===== src/rtl/cross_product_arbiter.sv =====
// cross_product_arbiter
//   Shares one pipelined signed 2-D cross-product unit among NUM_REQ requesters.
//   A round-robin arbiter grants one requester per cycle. The unit computes
//   (P1x-Rx)*(P2y-Ry) - (P2x-Rx)*(P1y-Ry) over three registered stages and
//   returns the result tagged with the owner's one-hot id, LATENCY=3 after acceptance.
// Ports
//   clk, reset      rising-edge clock, asynchronous active-high reset
//   flush           synchronous kill of all in-flight work; blocks acceptance that cycle
//   req             per-requester request; held with operands until granted
//   req_ref/p1/p2   per-requester points, packed {x,y}, COORD_W unsigned each
//   gnt             one-hot grant, combinational
//   rsp_valid       one-hot owner of the result, 1-cycle pulse
//   rsp_result      signed cross product, holds when rsp_valid=0
//   rsp_ge0         rsp_result >= 0
//   busy            any stage holds a valid operation

// Signed difference of two unsigned coordinates, one bit wider than the inputs.
module cross_product_arbiter_sdiff #(
  parameter int W = 10
) (
  input  logic [W-1:0] a,
  input  logic [W-1:0] b,
  output logic [W:0]   d
);
  assign d = {1'b0, a} - {1'b0, b};
endmodule

module cross_product_arbiter #(
  parameter int NUM_REQ = 2,
  parameter int COORD_W = 10,
  parameter int RES_W   = 2*COORD_W+2
) (
  input  logic                                 clk,
  input  logic                                 reset,
  input  logic                                 flush,
  input  logic [NUM_REQ-1:0]                   req,
  input  logic [NUM_REQ-1:0][2*COORD_W-1:0]    req_ref,
  input  logic [NUM_REQ-1:0][2*COORD_W-1:0]    req_p1,
  input  logic [NUM_REQ-1:0][2*COORD_W-1:0]    req_p2,
  output logic [NUM_REQ-1:0]                   gnt,
  output logic [NUM_REQ-1:0]                   rsp_valid,
  output logic [RES_W-1:0]                     rsp_result,
  output logic                                 rsp_ge0,
  output logic                                 busy
);
  localparam int STAGES = 3;
  localparam int PTR_W  = (NUM_REQ > 1) ? $clog2(NUM_REQ) : 1;
  localparam int DW     = COORD_W + 1;
  localparam int LANES  = 4;

  // ---------------------------------------------------------------- arbiter
  logic [PTR_W-1:0] ptr;
  logic [PTR_W-1:0] gidx;
  logic             accept;

  // Scan from ptr with wrap-around; first requesting slot wins.
  always_comb begin
    int               idx;
    logic [PTR_W-1:0] ix;
    idx    = 0;
    ix     = '0;
    gnt    = '0;
    gidx   = '0;
    accept = 1'b0;
    for (int k = 0; k < NUM_REQ; k++) begin
      idx = int'(ptr) + k;
      if (idx >= NUM_REQ) idx = idx - NUM_REQ;
      ix = PTR_W'(idx);
      if (!accept && req[ix]) begin
        accept = 1'b1;
        gidx   = ix;
      end
    end
    if (flush || reset) accept = 1'b0;
    if (accept) gnt[gidx] = 1'b1;
  end

  logic [PTR_W-1:0] ptr_nxt;
  assign ptr_nxt = (gidx == PTR_W'(NUM_REQ-1)) ? '0 : gidx + PTR_W'(1);

  // ---------------------------------------------------------------- S1 lanes
  // Lane order: 0 = P1x-Rx, 1 = P2y-Ry, 2 = P2x-Rx, 3 = P1y-Ry.
  logic [2*COORD_W-1:0]           sel_r, sel_1, sel_2;
  logic [LANES-1:0][COORD_W-1:0]  lane_a, lane_b;
  logic [LANES-1:0][DW-1:0]       lane_d;

  assign sel_r = req_ref[gidx];
  assign sel_1 = req_p1[gidx];
  assign sel_2 = req_p2[gidx];

  assign lane_a[0] = sel_1[2*COORD_W-1:COORD_W];
  assign lane_b[0] = sel_r[2*COORD_W-1:COORD_W];
  assign lane_a[1] = sel_2[COORD_W-1:0];
  assign lane_b[1] = sel_r[COORD_W-1:0];
  assign lane_a[2] = sel_2[2*COORD_W-1:COORD_W];
  assign lane_b[2] = sel_r[2*COORD_W-1:COORD_W];
  assign lane_a[3] = sel_1[COORD_W-1:0];
  assign lane_b[3] = sel_r[COORD_W-1:0];

  for (genvar l = 0; l < LANES; l++) begin : g_diff
    cross_product_arbiter_sdiff #(.W(COORD_W)) u_diff (
      .a (lane_a[l]),
      .b (lane_b[l]),
      .d (lane_d[l])
    );
  end

  // ---------------------------------------------------------------- pipeline
  logic [STAGES:1]               vld_pipe;
  logic [LANES-1:0][DW-1:0]      s1_d;
  logic [NUM_REQ-1:0]            s1_tag;
  logic [RES_W-1:0]              s2_pa, s2_pb;
  logic [NUM_REQ-1:0]            s2_tag;

  // Sign-extend the differences to full product width so the multiply is
  // exact without relying on context-width extension.
  logic [RES_W-1:0] ext_d [LANES];
  for (genvar l = 0; l < LANES; l++) begin : g_ext
    assign ext_d[l] = {{(RES_W-DW){s1_d[l][DW-1]}}, s1_d[l]};
  end

  logic [RES_W-1:0] pa_c, pb_c, res_c;
  assign pa_c  = $signed(ext_d[0]) * $signed(ext_d[1]);
  assign pb_c  = $signed(ext_d[2]) * $signed(ext_d[3]);
  assign res_c = s2_pa - s2_pb;

  always_ff @(posedge clk or posedge reset) begin
    if (reset) begin
      ptr        <= '0;
      vld_pipe   <= '0;
      s1_d       <= '0;
      s1_tag     <= '0;
      s2_pa      <= '0;
      s2_pb      <= '0;
      s2_tag     <= '0;
      rsp_valid  <= '0;
      rsp_result <= '0;
      rsp_ge0    <= 1'b0;
    end else begin
      if (accept) ptr <= ptr_nxt;

      // flush drops everything in flight; accept is already 0 in that cycle.
      if (flush) begin
        vld_pipe  <= '0;
        rsp_valid <= '0;
      end else begin
        vld_pipe  <= {vld_pipe[STAGES-1:1], accept};
        rsp_valid <= vld_pipe[2] ? s2_tag : '0;
      end

      if (accept) begin
        s1_d   <= lane_d;
        s1_tag <= gnt;
      end

      if (vld_pipe[1]) begin
        s2_pa  <= pa_c;
        s2_pb  <= pb_c;
        s2_tag <= s1_tag;
      end

      // Result registers only move on a retiring operation, so they hold
      // the last delivered value between pulses.
      if (vld_pipe[2] && !flush) begin
        rsp_result <= res_c;
        rsp_ge0    <= ~res_c[RES_W-1];
      end
    end
  end

  assign busy = |vld_pipe;

endmodule


===== config.mk =====
export PLATFORM = sky130hd
export DESIGN_NAME = cross_product_arbiter
export DESIGN_NICKNAME = d
export VERILOG_FILES = /design/src/rtl/cross_product_arbiter.sv
export SDC_FILE = /design/constraint.sdc
export NUM_CORES = 1
export LEC_CHECK = 0
export BUFFER_PORTS_ARGS = -buffer_cell sky130_fd_sc_hd__buf_2
export CAP_MARGIN = 20
export CORE_MARGIN = 3
export CORE_UTILIZATION = 44
export CTS_CLUSTER_DIAMETER = 100
export CTS_CLUSTER_SIZE = 30
export DETAILED_ROUTE_END_ITERATION = 7
export HOLD_SLACK_MARGIN = 0.03
export PLACE_DENSITY_LB_ADDON = 0.05
export SKIP_LAST_GASP = 1
export SYNTH_ARGS = -nofsm -noshare
export SYNTH_HDL_FRONTEND = slang
export SYNTH_HIERARCHICAL = 1
export SYNTH_SLANG_ARGS = --single-unit

===== constraint.sdc =====
create_clock -name clk -period 6.9 [get_ports clk]
set_input_delay 0.69 -clock clk [delete_from_list [all_inputs] [get_ports clk]]
set_output_delay 0.69 -clock clk [all_outputs]
set_load 0.02 [all_outputs]

==> results.py, run 1 <==
metrics = {
    "run_status": {
        "outcome": "complete, no violations",
    },
    "global_route": {
        "grt_max_degree": 76,
        "grt_overflow": 0,
        "grt_pass1_vias": 13518,
        "grt_usage": 0.211,
        "grt_pass1_wl_mm": 70.6,
        "grt_antenna_before_repair": 0,
    },
    "route": {
        "drt_wl_total_mm": 41.6,
        "avgRoutedWirePerCell_um": 16.4,
        "drtIter0Drc": 635,
        "drc_errors": 0,
        "vias_per_cell": 5.05,
        "first_pass_iters": 5,
        "drtAntennaViolNets": 0,
        "via_count": 12807,
    },
    "synth": {
        "netlist_area_mm2": 0.0176,
        "syn_nets": 2414,
        "netlist.area_leader.share": 0.271,
        "synth_area_leaders": "fa_1 27%, dfrtp_1 17%, ha_1 11%",
        "synth-edff-count": 0,
        "yosysWarnings": 6,
        "synth_cells": 1895,
        "ys_seq_elements": 121,
        "synth_top_flop_cell": "dfrtp_1",
        "postSynthAreaPerCell_um2": 9.31,
        "yosysSeqAreaShare": 0.172,
        "synthArstFlopShare": 1.00,
        "ys_types": 65,
        "synth_top_cell_by_area": "fa_1",
    },
    "timing": {
        "worst_pin_slew_ps": 1030,
        "slew_headroom": 0.305,
        "final.setup.tns_ps": 0,
        "fin_worst_skew_ps": 10.0,
        "drv_slew": 0,
        "rsz0062_at_grt": "no",
        "hold_violations": 0,
        "period_share": 0.854,
        "fmax_ghz": 0.170,
        "finalCriticalPeriod_ps": 5890,
        "setup_violations": 0,
        "hold_ws_ps": 357,
    },
    "final_layout": {
        "final_cell_mix": "394 x inv_1, 239 x fa_1, 177 x nand2_1",
        "area_growth_pct": 10.2,
        "layout_commonest_cell": "inv_1",
        "final.fill_count": 3806,
        "num-nets-final": 2521,
        "drive_gt1_frac": 0.168,
    },
    "floorplan": {
        "num_rows": 72,
        "dieArea_mm2": 0.0425,
        "die_w_um": 206,
        "initial_core_util": 0.451,
        "core_mm2": 0.0391,
        "die_h_um": 206,
        "top_level_ports": 153,
    },
    "critical_path": {
        "critPathArrivalTime_ps": 6210,
        "crit_path_end_kind": "register",
        "cp-start-kind": "register",
        "crit_type": "register to register",
        "crit_fanout": 12,
        "critPathRequiredTime_ps": 7210,
    },
    "clocking": {
        "htree_levels": 4,
        "clock_path_buffers": 2,
        "hold_buffers": 0,
        "ctsResizeCount": 0,
        "cts_made_buffers": 17,
        "post_cts_buffers": 0,
        "clkLatencyLatePin_ps": 440,
        "cts_tree": "yes",
        "clkTransAtPathRegs_ps": 70,
        "cts.sinks": 121,
        "root_buffer": "clkbuf_16",
    },
    "job": {
        "maxCapViolations": 0,
    },
    "place": {
        "gp_congestion": 0.872,
        "dpl.hpwl_mm": 34.2,
        "portBuffers": 152,
    },
    "hold_path": {
        "hold_class": "input pin to async pin",
    },
}
==> state kept, by name, indices dropped and copies added (netlist names) <==
name,cells
ext_d,44
rsp_result,22
s2_pa,22
s2_pb,22
vld_pipe,3
rsp_valid,2
s1_tag,2
s2_tag,2
ptr,1
rsp_ge0,1
==> metrics by stage <==
| stage | worst slack [ps] | instances | utilization | cell area, um^2 |
|---|---|---|---|---|
| floorplan | 1400 | 1895 | - | 17600 |
| global placement | 1200 | 2501 | 0.482 | 18800 |
| detailed placement | 1050 | 2501 | 0.482 | 18800 |
| CTS | 1020 | 2533 | 0.497 | 19400 |
| global route | 588 | 2533 | 0.497 | 19400 |
| finish | 1010 | 2534 | 0.497 | 19400 |
==> worst paths after layout <==
kind,from,endpoint,slack (ps),cells past startpoint
worst min-delay path,reset,ptr,360,2
max in group asynchronous,reset,vld_pipe[1],5090,3
worst max register to register,ext_d[2],s2_pb[21],1010,18
min in group clk,rsp_result[13],rsp_result[13],470,2
worst max-delay path,ext_d[2],s2_pb[21],1010,18
worst min register to register,rsp_result[13],rsp_result[13],470,2
==> per-layer routing <==
metal,vias to the layer above,share of wire,GRT usage
met5,-,0,0
met4,0,0.0079,0.0327
met3,21,0.037,0.0247
met2,244,0.48,0.360
met1,6293,0.48,0.295
li1,6249,-,-
==> synthesized netlist by cell type, drive strengths merged (7+ instances only) <==
cell type / n
inv: 395
fa: 239
nand2: 177
ha: 155
dfrtp: 121
mux2: 118
and2: 110
o21ai: 73
clkbuf: 67
a21oi: 60
nor2: 46
xnor2: 44
xor2: 27
a21o: 24
nor3: 23
o21a: 20
nand3: 17
nor2b: 16
o31ai: 15
nand2b: 14
and3: 13
a211oi: 12
or3: 12
o21bai: 10
o31a: 8
a2111oi: 7
mux2i: 7
nand4: 7
==> area by class of cell <==
type,instances,area (um^2),share of cell area
Antenna cell,1,2.50,0.000129
Clock buffer,18,439,0.0226
Clock inverter,14,149,0.00766
Inverter,397,1490,0.0768
Multi-Input combinational cell,1307,12900,0.662
Sequential cell,121,3030,0.156
Tap cell,518,648,0.0333
Timing Repair Buffer,158,806,0.0415
==> kinds of logic (layout without fill, tap and decap cells) <==
kind of cell               after synthesis  in the layout  share of synthesized area
xor gates and xnor gates                71             71                     0.0353
buffers and inverters                  467            587                     0.0994
AOI/OAI and AO/OA                      265            265                      0.105
other                                    0              1                          0
muxes                                  125            125                     0.0793
adders and majority gates              394            394                      0.381
DFF                                    121            121                      0.172
and+or+nand+nor                        452            452                      0.128
==> worst max-delay path, cell delays in order (launching register included) <==
cell and delay [ps]:
dfrtp_1 560, nand2_1 200, fa_1 630, inv_1 140
fa_1 480, fa_1 510, fa_1 490, inv_1 50
fa_1 480, inv_1 40, ha_1 320, a21oi_1 160
o21ai_0 170, a2111oi_2 510, o31ai_1 200, a2111o_1 390
a31oi_1 200, xnor2_1 140, o21ai_0 90
Power of run 1 is not shown: default switching activity piles up to over one toggle a cycle in this logic, so the estimate is an artifact.
==> inputs of run 2 (changes only) <==
--- a/config.mk
+++ b/config.mk
@@ -8,7 +8,7 @@
 export BUFFER_PORTS_ARGS = -buffer_cell sky130_fd_sc_hd__buf_2
 export CAP_MARGIN = 20
 export CORE_MARGIN = 3
-export CORE_UTILIZATION = 44
+export CORE_UTILIZATION = 28
 export CTS_CLUSTER_DIAMETER = 100
 export CTS_CLUSTER_SIZE = 30
 export DETAILED_ROUTE_END_ITERATION = 7
==> results.py, run 2 (synthesized netlist as in run 1, its figures left out) <==
metrics = {
    "final_layout": {
        "num-nets-final": 2526,
        "largest_reg_flops": 44,
        "final_cell_mix": "394 x inv_1, 239 x fa_1, 177 x nand2_1",
        "final.fill_count": 6566,
        "layout_commonest_cell": "inv_1",
        "area_growth_pct": 13.0,
        "drive_gt1_frac": 0.170,
    },
    "critical_path": {
        "r2r_cells": 18,
        "crit_type": "register to register",
        "cp-start-kind": "register",
        "timing.rr.start": "ext_d[2]",
        "crit_path_end_kind": "register",
        "crit_fanout": 12,
        "regToRegSetupSlack_ps": 980,
        "critPathRequiredTime_ps": 7240,
        "r2r-end": "s2_pb[21]",
        "critPathArrivalTime_ps": 6260,
    },
    "timing": {
        "fmax_ghz": 0.169,
        "period_share": 0.858,
        "worst_pin_slew_ps": 803,
        "slew_headroom": 0.463,
        "rsz0062_at_grt": "no",
        "drv_slew": 0,
        "fin_worst_skew_ps": 14.7,
        "final.setup.tns_ps": 0,
        "hold_ws_ps": 341,
        "finalCriticalPeriod_ps": 5920,
        "setup_violations": 0,
        "hold_violations": 0,
        "fin_ws_ps": 978,
    },
    "floorplan": {
        "die_w_um": 257,
        "die_h_um": 257,
        "initial_core_util": 0.284,
        "num_rows": 91,
        "top_level_ports": 153,
        "dieArea_mm2": 0.0660,
        "core_mm2": 0.0621,
    },
    "clocking": {
        "cts_made_buffers": 17,
        "root_buffer": "clkbuf_16",
        "clock_path_buffers": 2,
        "hold_buffers": 0,
        "clkTransAtPathRegs_ps": 60,
        "cts_tree": "yes",
        "cts.sinks": 121,
        "htree_levels": 4,
        "post_cts_buffers": 0,
        "clkLatencyLatePin_ps": 480,
        "ctsResizeCount": 0,
    },
    "place": {
        "dp_slack_ps": 932,
        "portBuffers": 152,
        "gp_congestion": 0.794,
        "dpl.hpwl_mm": 39.8,
    },
    "route": {
        "vias_per_cell": 4.47,
        "drtIter0Drc": 472,
        "first_pass_iters": 6,
        "drt_wl_total_mm": 47.8,
        "via_count": 12773,
        "drc_errors": 0,
        "drtAntennaViolNets": 0,
        "avgRoutedWirePerCell_um": 16.7,
    },
    "global_route": {
        "grt_pass1_wl_mm": 78.7,
        "grt_max_degree": 61,
        "grt_pass1_vias": 13951,
        "grt_usage": 0.153,
        "grt_overflow": 0,
        "grt_antenna_before_repair": 1,
    },
    "run_status": {
        "outcome": "complete, no violations",
    },
    "job": {
        "maxCapViolations": 0,
    },
    "hold_path": {
        "hold_class": "input pin to async pin",
    },
}
## run 2: layout make-up
class                      count  area (um^2)  area share
multi-input combinational   1307        12900       0.646
sequential                   121         3030       0.152
antenna                        1         2.50    0.000126
clock buffer                  17          425      0.0214
inverter                     397         1490      0.0749
timing repair buffer         163          853      0.0428
clock inverter                15          203      0.0102
tap                          837         1050      0.0526
## run 2: worst max-delay path by stage
stage / start / to / slack [ps] / depth (start not counted)
3_5_place_dp: ext_d[2] / s2_pb[21] / 930 / 18
5_1_grt: ext_d[2] / s2_pb[21] / 610 / 18
2_1_floorplan: ext_d[2] / s2_pb[21] / 1400 / 19
3_3_place_gp: ext_d[46] / s2_pa[21] / 1100 / 20
6_report: ext_d[2] / s2_pb[21] / 980 / 18
4_1_cts: ext_d[2] / s2_pb[21] / 940 / 18
## run 2: stage by stage
stage | utilization | instances | instance area (um^2)
2_1_floorplan | - | 1895 | 17600
3_3_place_gp | 0.311 | 2824 | 19300
3_5_place_dp | 0.311 | 2825 | 19300
4_1_cts | 0.321 | 2857 | 19900
5_1_grt | 0.321 | 2857 | 19900
6_report | 0.321 | 2858 | 19900
## run 2: worst max-delay path: stages, from the launching register on
cell       delay [ps]
dfrtp_1           560
nand2_1           210
fa_1              640
inv_1             140
fa_1              490
fa_1              520
fa_1              490
inv_1              50
fa_1              470
inv_1              40
ha_1              320
a21oi_1           170
o21ai_0           180
a2111oi_2         500
o31ai_1           190
a2111o_1          390
a31oi_1           200
xnor2_1           150
o21ai_0            90
## run 2: per-layer routing
| layer | track usage | part of all wire | up-vias |
|---|---|---|---|
| met5 | 0 | 0 | - |
| met4 | 0.0450 | 0.018 | 0 |
| met3 | 0.0215 | 0.029 | 32 |
| met2 | 0.251 | 0.46 | 187 |
| met1 | 0.210 | 0.49 | 6295 |
| li1 | - | - | 6259 |
Power of run 2 is left out for the same reason.
